**config.mk**
```make
export PLATFORM = sky130hd
export DESIGN_NAME = out_port_demux
export DESIGN_NICKNAME = d
export VERILOG_FILES = /design/src/rtl/out_port_demux_pkg.sv /design/src/rtl/out_port_demux_port_fifo.sv /design/src/rtl/out_port_demux.sv
export SDC_FILE = /design/constraint.sdc
export NUM_CORES = 1
export LEC_CHECK = 0
export ABC_AREA = 1
export BUFFER_PORTS_ARGS = -buffer_cell sky130_fd_sc_hd__buf_2
export CAP_MARGIN = 10
export CORE_MARGIN = 5
export CORE_UTILIZATION = 35
export DETAILED_ROUTE_END_ITERATION = 10
export SETUP_SLACK_MARGIN = 0.2
export SLEW_MARGIN = 15
export SYNTH_ARGS = -nofsm -noshare
export SYNTH_HDL_FRONTEND = slang
export SYNTH_HIERARCHICAL = 1
export SYNTH_SLANG_ARGS = --single-unit
```
**constraint.sdc**
```tcl
create_clock -name CLK -period 4.8 [get_ports CLK]
set_input_delay 0.24 -clock CLK [delete_from_list [all_inputs] [get_ports CLK]]
set_output_delay 0.24 -clock CLK [all_outputs]
set_load 0.01 [all_outputs]
```
**src/rtl/out_port_demux_pkg.sv**
```systemverilog
// out_port_pkg: shared port count, select type and select decode for the output demux
package out_port_pkg;
    localparam int NUM_PORTS = 4;
    typedef logic [1:0] port_sel_t;
    function automatic logic [NUM_PORTS-1:0] sel_onehot(input port_sel_t s);
        return NUM_PORTS'(1) << s;
    endfunction
endpackage

```
**src/rtl/out_port_demux_port_fifo.sv**
```systemverilog
// port_fifo: per-port FIFO with a registered head word that holds its last value when drained
module port_fifo #(
    parameter int WIDTH = 32,
    parameter int DEPTH = 2
) (
    input  logic             CLK,
    input  logic             RST,
    input  logic             push,
    input  logic [WIDTH-1:0] din,
    input  logic             pop,
    output logic [WIDTH-1:0] dout,
    output logic             valid,
    output logic             full
);
    localparam int AW = $clog2(DEPTH);
    localparam int CW = AW + 1;
    logic [WIDTH-1:0] r_mem [DEPTH];
    logic [AW-1:0]    r_wptr, r_rptr;
    logic [CW-1:0]    r_count;
    logic [WIDTH-1:0] r_dout;
    logic             w_push, w_pop;
    logic [AW-1:0]    w_rptr_nxt;
    logic [CW-1:0]    w_count_nxt;
    assign valid       = r_count != '0;
    assign full        = r_count == CW'(DEPTH);
    assign w_push      = push & ~full;
    assign w_pop       = pop & valid;
    assign w_rptr_nxt  = r_rptr + AW'(w_pop);
    assign w_count_nxt = r_count + CW'(w_push) - CW'(w_pop);
    assign dout        = r_dout;
    // Storage, pointers and the head register; the head takes the pushed word when it lands in the slot being read next
    always_ff @(posedge CLK) begin
        if (RST) begin
            r_wptr  <= '0;
            r_rptr  <= '0;
            r_count <= '0;
            r_dout  <= '0;
        end else begin
            if (w_push) r_mem[r_wptr] <= din;
            r_wptr  <= r_wptr + AW'(w_push);
            r_rptr  <= w_rptr_nxt;
            r_count <= w_count_nxt;
            if (w_count_nxt != '0)
                r_dout <= (w_push && r_wptr == w_rptr_nxt) ? din : r_mem[w_rptr_nxt];
        end
    end
endmodule

```
**src/rtl/out_port_demux.sv**
```systemverilog
// out_port_demux: steers (sel, data) words from one producer into four per-port FIFOs
module out_port_demux
    import out_port_pkg::*;
#(
    parameter int WIDTH = 32,
    parameter int DEPTH = 2
) (
    input  logic                            CLK,
    input  logic                            RST,
    input  logic                            in_valid,
    input  logic [1:0]                      in_sel,
    input  logic [WIDTH-1:0]                in_data,
    output logic                            in_ready,
    output logic [NUM_PORTS-1:0]            out_valid,
    input  logic [NUM_PORTS-1:0]            out_ready,
    output logic [NUM_PORTS-1:0][WIDTH-1:0] out_data,
    output logic                            busy,
    output logic                            overflow
);
    logic [NUM_PORTS-1:0] w_full, w_push;
    logic                 w_transfer;
    logic                 r_overflow;
    assign in_ready   = ~w_full[in_sel];
    assign w_transfer = in_valid & in_ready;
    assign w_push     = {NUM_PORTS{w_transfer}} & sel_onehot(in_sel);
    assign busy       = |out_valid;
    assign overflow   = r_overflow;
    for (genvar p = 0; p < NUM_PORTS; p++) begin : g_port
        port_fifo #(.WIDTH(WIDTH), .DEPTH(DEPTH)) u_fifo (
            .CLK   (CLK),
            .RST   (RST),
            .push  (w_push[p]),
            .din   (in_data),
            .pop   (out_ready[p]),
            .dout  (out_data[p]),
            .valid (out_valid[p]),
            .full  (w_full[p])
        );
    end
    // Sticky flag for a word offered to a full port and therefore dropped
    always_ff @(posedge CLK) begin
        if (RST) r_overflow <= 1'b0;
        else if (in_valid & ~in_ready) r_overflow <= 1'b1;
    end
endmodule

```
## Word-level counts from Yosys, hierarchy flattened

Memories as Yosys holds them, arrays and structs flattened. A register that Yosys moved wholly into a read port is not among the register bits.
Cells that the tools add are included.

| storage, ports and cells | value |
|---|---|
| memories kept | 4 |
| register bits | 17 |
| word-level logic and storage cells | 78 |
| output and inout port bits | 135 |
| bits in writable memories | 256 |
| input port bits | 41 |

Memory list:

| name | words | bits a word | read ports | clocked after Yosys merged registers in | write ports | line | RTL |
|---|---|---|---|---|---|---|---|
| g_port[0].u_fifo.r_mem | 2 | 32 | 1 | 1 | 1 | out_port_demux_port_fifo.sv:17 | `logic [WIDTH-1:0] r_mem [DEPTH];` |
| g_port[1].u_fifo.r_mem | 2 | 32 | 1 | 1 | 1 | out_port_demux_port_fifo.sv:17 |  |
| g_port[2].u_fifo.r_mem | 2 | 32 | 1 | 1 | 1 | out_port_demux_port_fifo.sv:17 |  |
| g_port[3].u_fifo.r_mem | 2 | 32 | 1 | 1 | 1 | out_port_demux_port_fifo.sv:17 |  |

| cells by class | value |
|---|---|
| reduce and logical (&&, ||, !) cells | 9 |
| mux-type cells | 14 |
| order comparisons | 1 |
| equal/unequal tests | 4 |
| bitwise operators | 16 |
| $add $sub $neg | 16 |
| shifts and indexed selects | 1 |

Operator list:

| operator | count |
|---|---|
| 2-bit nonzero test | 8 |
| 1-bit 2-to-1 mux | 13 |
| 1-bit bitwise AND | 10 |
| 1-bit adder | 8 |
| 2-bit by 1-bit adder with 2-bit output | 4 |
| 2-bit equality test, second input constant | 4 |
| 2-bit by 1-bit subtractor with 2-bit output | 4 |
| 1-bit inverter | 5 |
| 4-bit bitwise AND | 1 |
| 4-bit OR reduction | 1 |
| 1-bit by 2-bit << shifter with 4-bit output, first input constant | 1 |
| 2-bit by 3-bit < comparator with 1-bit output, second input constant | 1 |
| 1-bit binary-select mux with 2-bit select | 1 |

## Depth between registers and ports, before layout

Gate-level depths: netlist of the first run.

| depth | value |
|---|---|
| depth after elaboration | 10 |
| gate-level depth with buffers | 19 |
| gate-level depth less buffers | 18 |

## By module

The synthesis of the first run kept the hierarchy.

By module, submodules not included:

| module | cells each | area an instance (um2) | times used |
|---|---|---|---|
| port_fifo (g_port[0].u_fifo ...) | 455 | 4315.4 | 3 |
| port_fifo (g_port[3].u_fifo) | 455 | 4290.4 | 1 |
| out_port_demux | 32 | 150.1 | 1 |

## Least setup slack after synthesis of the first run

Ideal clock, no wire load.

| path | value |
|---|---|
| path kind | register to register |
| start point | register g_port[3].u_fifo.r_count[1] |
| end point | memory g_port[3].u_fifo.r_mem[0][0], enable pin |
| cell stages (with the launch flop) | 15 |
| clock period less this slack | 3339 ps |
| buffers on the path | 1 |
| arrival time | 2918 ps |
| slack | 1461 ps |
| cell sequence | dfxtp_1 inv_1 nor2_1 nand2_1 nand2_1 nand2_1 nand2_2 nor2_4 inv_2 nor2_1 o21ai_1 nor2_2 buf_2 inv_1 nor2_1 |

| between the ends | value |
|---|---|
| word-level cells in the longest chain between the ends | 10 |
| elaborated cells on any way between the ends | 11 |
| classes of those cells | 1 x eq/ne; 5 x mux; 5 x bitwise |

RTL lines:

| item | line | RTL |
|---|---|---|
| start, declared | out_port_demux_port_fifo.sv:19 | `logic [CW-1:0] r_count;` |
| start signal, assigned | out_port_demux_port_fifo.sv:42 | `r_count <= w_count_nxt;` |
| 2-bit equality test | out_port_demux_port_fifo.sv:25 | `assign full = r_count == CW'(DEPTH);` |
| net w_full[3] | out_port_demux.sv:20 | `logic [NUM_PORTS-1:0] w_full, w_push;` |
| 1-bit binary-select mux with 2-bit select | out_port_demux.sv:23 | `assign in_ready = ~w_full[in_sel];` |
| 1-bit 2-to-1 mux (not written as such) | out_port_demux.sv:23 |  |
| 1-bit inverter | out_port_demux.sv:23 |  |
| 1-bit bitwise AND | out_port_demux.sv:24 | `assign w_transfer = in_valid & in_ready;` |
| 4-bit bitwise AND | out_port_demux.sv:25 | `assign w_push = {NUM_PORTS{w_transfer}} & sel_onehot(in_sel);` |
| net w_push[3] | out_port_demux.sv:20 |  |
| 1-bit bitwise AND | out_port_demux_port_fifo.sv:26 | `assign w_push = push & ~full;` |
| 1-bit 2-to-1 mux | out_port_demux_port_fifo.sv:39 | `if (w_push) r_mem[r_wptr] <= din;` |
| 1-bit 2-to-1 mux | out_port_demux_port_fifo.sv:33 | `if (RST) begin` |
| 1-bit 2-to-1 mux (not written as such) | out_port_demux_port_fifo.sv:39 |  |
| end, declared | out_port_demux_port_fifo.sv:17 |  |

The timed path passes the listed nets, and every way through them passes these cells. The select of a mux whose other input is x is not followed.

## Final worst setup path of the first run

| path | value |
|---|---|
| start point | register g_port[3].u_fifo.r_count[1] |
| end point | register g_port[0].u_fifo.r_dout[28] (read register of g_port[0].u_fifo.r_mem) |

| between the ends | value |
|---|---|
| word-level cells in the longest chain between the ends | 10 |

RTL lines:

| item | line | RTL |
|---|---|---|
| 2-bit equality test | out_port_demux_port_fifo.sv:25 |  |
| net w_full[3] | out_port_demux.sv:20 |  |
| 1-bit binary-select mux with 2-bit select | out_port_demux.sv:23 |  |
| 1-bit 2-to-1 mux (not written as such) | out_port_demux.sv:23 |  |
| 1-bit inverter | out_port_demux.sv:23 |  |
| 1-bit bitwise AND | out_port_demux.sv:24 |  |
| 4-bit bitwise AND | out_port_demux.sv:25 |  |
| net w_push[0] | out_port_demux.sv:20 |  |
| 1-bit bitwise AND | out_port_demux_port_fifo.sv:26 |  |
| 2-bit by 1-bit adder with 2-bit output | out_port_demux_port_fifo.sv:29 | `assign w_count_nxt = r_count + CW'(w_push) - CW'(w_pop);` |
| 2-bit by 1-bit subtractor with 2-bit output | out_port_demux_port_fifo.sv:29 |  |
| 2-bit nonzero test | out_port_demux_port_fifo.sv:43 | `if (w_count_nxt != '0)` |
| end, declared | out_port_demux_port_fifo.sv:20 | `logic [WIDTH-1:0] r_dout;` |

The timed path passes the listed nets, and every way through them passes these cells. The select of a mux whose other input is x is not followed.
A chain may end at the register's enable or synchronous reset.

==> results of run 1 <==
-- logic make-up (layout without fill, tap and decap cells) --
family,Yosys count,in the layout,synth area share
adders and majority gates,8,8,0.00576
DFF,401,401,0.609
xor gates and xnor gates,8,8,0.00403
AOI/OAI and AO/OA,134,134,0.0394
and+or+nand+nor,966,966,0.258
other,0,2,0
buffers and inverters,335,510,0.0839
-- through the flow --
step                utilization  total power, mW  cells
detailed placement        0.381             9.01   2610
global route              0.410             13.1   2693
finish                    0.410             12.2   2693
floorplan                     -             7.70   1852
global placement          0.381             8.91   2610
CTS                       0.410             12.4   2691
-- layout by cell type (no fill, tap or decap), drive strengths merged --
cell type,n
clkbuf,65
buf,194
xor2,4
a21oi,17
inv,235
ha,8
xnor2,4
diode,2
clkinv,13
o21ai,117
nor2,140
edfxtp,256
or2,77
bufinv,3
nand3,376
dfxtp,145
nand2,373
-- final timing paths --
check	endpoint	cells past startpoint	slack, ns	start
max reg2reg	g_port[0].u_fifo/dout[28]	19	1.23	g_port[3].u_fifo/r_count[1]
min reg2reg	overflow	2	0.45	overflow
min	g_port[1].u_fifo/r_count[0]	2	0.06	RST
max	g_port[0].u_fifo/dout[28]	19	1.23	g_port[3].u_fifo/r_count[1]
-- area by class of cell --
type / count / area, sq um
well taps: 664 / 831
flip-flops and latches: 401 / 10600
clock buffers: 65 / 1270
fillers: 4808 / 28900
clock inverters: 16 / 146
repair buffers: 194 / 1040
diodes: 2 / 5.00
inverters: 235 / 882
multi-input cells: 1116 / 5370
-- flip-flops by register name, summed over array words and instances (netlist names) --
signal                 count
g_port.u_fifo/dout       128
g_port.u_fifo/r_count      8
g_port.u_fifo/r_mem      256
g_port.u_fifo/r_rptr       4
g_port.u_fifo/r_wptr       4
overflow                   1
-- critical path, stage by stage, from the launching register on --
cell	delay, ns
dfxtp_1	0.38
inv_1	0.10
nor2_1	0.15
nand2_1	0.07
nand2_1	0.07
nand2_1	0.06
nand2_2	0.12
nor2_4	0.05
nand2_1	0.05
inv_1	0.03
o21ai_1	0.16
inv_1	0.09
ha_1	0.22
xnor2_1	0.20
xor2_1	0.22
nand2_1	0.62
buf_4	0.46
or2_2	0.28
nand3_1	0.08
inv_1	0.05
-- power by group --
part,total (mW),internal (mW),switching [mW]
clock,3.30,1.99,1.31
combinational,4.45,1.56,2.89
sequential,4.46,4.17,0.284
total,12.2,7.72,4.49
-- layer usage --
metal  track usage  vias up  share of wire  wire (um)
li1              -     6368              -          -
met1         0.220     6130           0.45      20200
met2         0.255      351           0.45      20200
met3        0.0421       67          0.078       3490
met4        0.0458        8          0.020        902
met5             0        -         0.0011         49
==> reports/metrics.cfg, run 1 <==
[routing]
wire_per_inst_um=16.6
vias_per_cell=4.80
vias=12924
drc=0
dr.pass1.iters=7
drtIter0Drc=921
route.antenna.remaining_nets=0
drt_wl_total_mm=44.8

[placed_design]
port_buffers=175
globalplace.congestion=0.767
place_area_sq_um=18700
pre_cts_ws_ns=1.22
hpwl_mm=30.0

[clocking]
clockRootBuffer=clkbuf_16
cts_resized=0
cts.path.max_buffers=3
numClockSinks=401
hold_buffers=0
cts.htree.levels=2
cts_tree=done
cts_buffers=45
clk_latency_ns=0.56
postCtsSetupRepairBufs=0
cts.reportedPaths.clkPinSlew_ns=0.06

[sta]
fin_crit_sh=0.744
drv_slew=0
setup_viol=0
hold_violations=0
fmax_mhz=280
skew_ns=0.0180
tightest_slew_ns=1.10
whs_ns=0.0610
timing.setup.tns_ns=0
fin_crit_ns=3.57
slew_headroom=0.264
setup_ws_ns=1.23
rsz0062_at_grt=no

[cells_and_area]
area_delta_synth_final_pct=15.8
layout.nets=2042
stdcell_area_sq_um=20100
layout-drive-gt1-share=0.158

[global_route]
grt_max_degree=62
gr-total-overflow=0
grt_use_total=0.161
grt_pass1_vias=12375
antenna_found_initial=6
grt_pass1_wl_mm=69.5

[status]
status=complete, no violations

[critical_path]
critPathKind=register to register
required_ns=5.24
crit_path_end_kind=register
startpoint_type=register
crit_fanout=34
worstPathArrival_ns=4.01

[floorplanning]
start_util=0.354
die_area_sq_um=54200
fp.coreArea_sq_um=49100
num_rows=81
num_io_pins=176
die_h_um=233
dieWidth_um=233

[yosys]
ys_ff_latch=401
synthDistinctLibCells=29
yosys_most_used_dff=edfxtp_1
syn-cell-area_sq_um=17400
syn_area_per_cell_sq_um=9.39
syn_inst=1852
synth_nets=1901
yosys-top-cells-area=edfxtp_1, dfxtp_1, nand3_1
yosysMostFrequentCell=nand3_1
ys_seq_area_frac=0.609
async_reset_ff_frac=0
synth_edf_count=256
synth_top_cell_area_share=0.442
yosys-top-cells-count=nand3_1, nand2_1, edfxtp_1
yosys_warnings=6
yosysTopAreaCell=edfxtp_1

[min_path]
holdCritPathClass=input pin to register

[power]
powerDensity_nw_per_um2=606
power_leakage_nw=9.03
ir_drop_mv=0.325

[job]
maxCapViolCount=0

Note: power is estimated with default switching activity, not from simulation.
==> run 2, diff against run 1 <==
==> constraint.sdc (replaced) <==
create_clock -name CLK -period 3.1 [get_ports CLK]
set_input_delay 0.155 -clock CLK [delete_from_list [all_inputs] [get_ports CLK]]
set_output_delay 0.155 -clock CLK [all_outputs]
set_load 0.01 [all_outputs]
==> run 2 against run 1 <==
Net effect:
- worst setup slack lost 0.79 ns
- sequential share of layout area fell by 1.1 points
- final cell count rose by 1.9%
- clock skew down 0.0051 ns
- count of clock-buffer cells in the layout unchanged
- non-clock buffer count grew 49
- register-to-register slack worse by 0.79 ns
- critical path depth unchanged
- combinational power increased by 63%
==> reports/metrics.cfg, run 2 (synthesized netlist as in run 1, its figures left out) <==
[global_route]
grt_max_degree=62
grt_pass1_wl_mm=70.0
grt_pass1_vias=12506
grt_use_total=0.162
antenna_found_initial=3
gr-total-overflow=0

[power]
power_leakage_nw=9.23
powerDensity_nw_per_um2=926
ir_drop_mv=0.482
total_power_mw=19.1

[cells_and_area]
top_register=g_port.u_fifo/r_mem
layout_commonest_cell=nand3_1
layout_common_cells=nand3_1, nand2_1, edfxtp_1
layout-drive-gt1-share=0.170
largest_reg_flops=256
layout.nets=2091
area_delta_synth_final_pct=18.4

[floorplanning]
num_rows=81
start_util=0.354
num_io_pins=176
die_h_um=233
dieWidth_um=233
die_area_sq_um=54200
fp.coreArea_sq_um=49100

[min_path]
holdCritPathClass=input pin to register

[placed_design]
globalplace.congestion=0.762
port_buffers=175
pre_cts_ws_ns=0.183
hpwl_mm=30.1

[clocking]
clockRootBuffer=clkbuf_16
cts_tree=done
cts.reportedPaths.clkPinSlew_ns=0.06
cts_buffers=44
clk_latency_ns=0.56
cts.path.max_buffers=3
numClockSinks=401
cts.htree.levels=2

[job]
maxCapViolCount=0

[routing]
route.antenna.remaining_nets=0
drtIter0Drc=928
vias_per_cell=4.76
drc=0
drt_wl_total_mm=45.2
vias=13047
dr.pass1.iters=5
wire_per_inst_um=16.5

[sta]
fmax_mhz=375
rsz0062_at_grt=no
setup_ws_ns=0.435
fin_crit_ns=2.67
slew_headroom=0.340
hold_violations=0
setup_viol=0
fin_crit_sh=0.860
drv_slew=0
tightest_slew_ns=0.989
skew_ns=0.0129

[critical_path]
worstPathArrival_ns=3.11
required_ns=3.55
crit_path_end_kind=register
startpoint_type=register
crit_fanout=16
critPathKind=register to register

[status]
status=complete, no violations

run 2: what timing repair did:
item,in CTS,in global routing
cloned,0,1
pin swaps,0,5
hold buffers,31,0
buffers inserted,0,3
resized for setup,1,10
endpoints found under the hold margin,226,0
setup endpoints to repair,8,127
run 2: path summary, 6_finish.rpt:
path                                                  start                            end  slack [ns]  depth (start not counted)
worst max register to register  g_port[2].u_fifo/r_count[1]       g_port[3].u_fifo/dout[0]        0.43                         19
worst min register to register    g_port[1].u_fifo/dout[12]      g_port[1].u_fifo/dout[12]        0.46                          2
worst min-delay path                            in_data[27]  g_port[3].u_fifo/r_mem[1][27]        0.02                          1
worst max-delay path            g_port[2].u_fifo/r_count[1]       g_port[3].u_fifo/dout[0]        0.43                         19
run 2: area by class of cell:
| cell class | count | area [sq um] |
|---|---|---|
| repair buffers | 243 | 1500 |
| inverters | 235 | 882 |
| clock buffers | 65 | 1240 |
| diodes | 1 | 2.50 |
| clock inverters | 17 | 118 |
| well taps | 664 | 831 |
| flip-flops and latches | 401 | 10600 |
| multi-input cells | 1117 | 5420 |
| fillers | 4827 | 28500 |
run 2: critical path, cell delays in order (launching register included):
cell,delay (ns)
dfxtp_1,0.40
inv_2,0.09
nor2_1,0.09
nand2_1,0.06
nand2_1,0.05
nand2_1,0.06
nand2_2,0.11
nor2_4,0.05
inv_2,0.05
nor2_1,0.05
o21ai_1,0.12
inv_1,0.07
ha_1,0.21
xnor2_2,0.19
xor2_2,0.26
buf_4,0.18
nand2_4,0.13
or2_1,0.24
nand3_1,0.08
inv_1,0.05
run 2: per-layer routing:
layer | up-vias | track usage | routed length (um)
met4 | 2 | 0.0354 | 774
li1 | 6461 | - | -
met3 | 61 | 0.0397 | 3300
met2 | 382 | 0.258 | 20400
met1 | 6141 | 0.225 | 20700
met5 | - | 0 | 13
run 2: power by group:
group,switching [mW],total (mW),internal [mW]
sequential,0.447,6.91,6.46
combinational,4.59,7.24,2.65
clock,2.12,4.92,2.80
total,7.16,19.1,11.9
run 2: through the flow:
step	instance area (sq um)	util	TNS, ns	hold WS (ns)	cells
finish	20600	0.420	0	0.0216	2743
CTS	20500	0.418	0	0.0183	2738
global route	20600	0.420	0	0.00147	2742
detailed placement	18800	0.384	0	0.455	2625
floorplan	17400	-	-15.30	0.224	1852
global placement	18800	0.384	0	0.454	2625
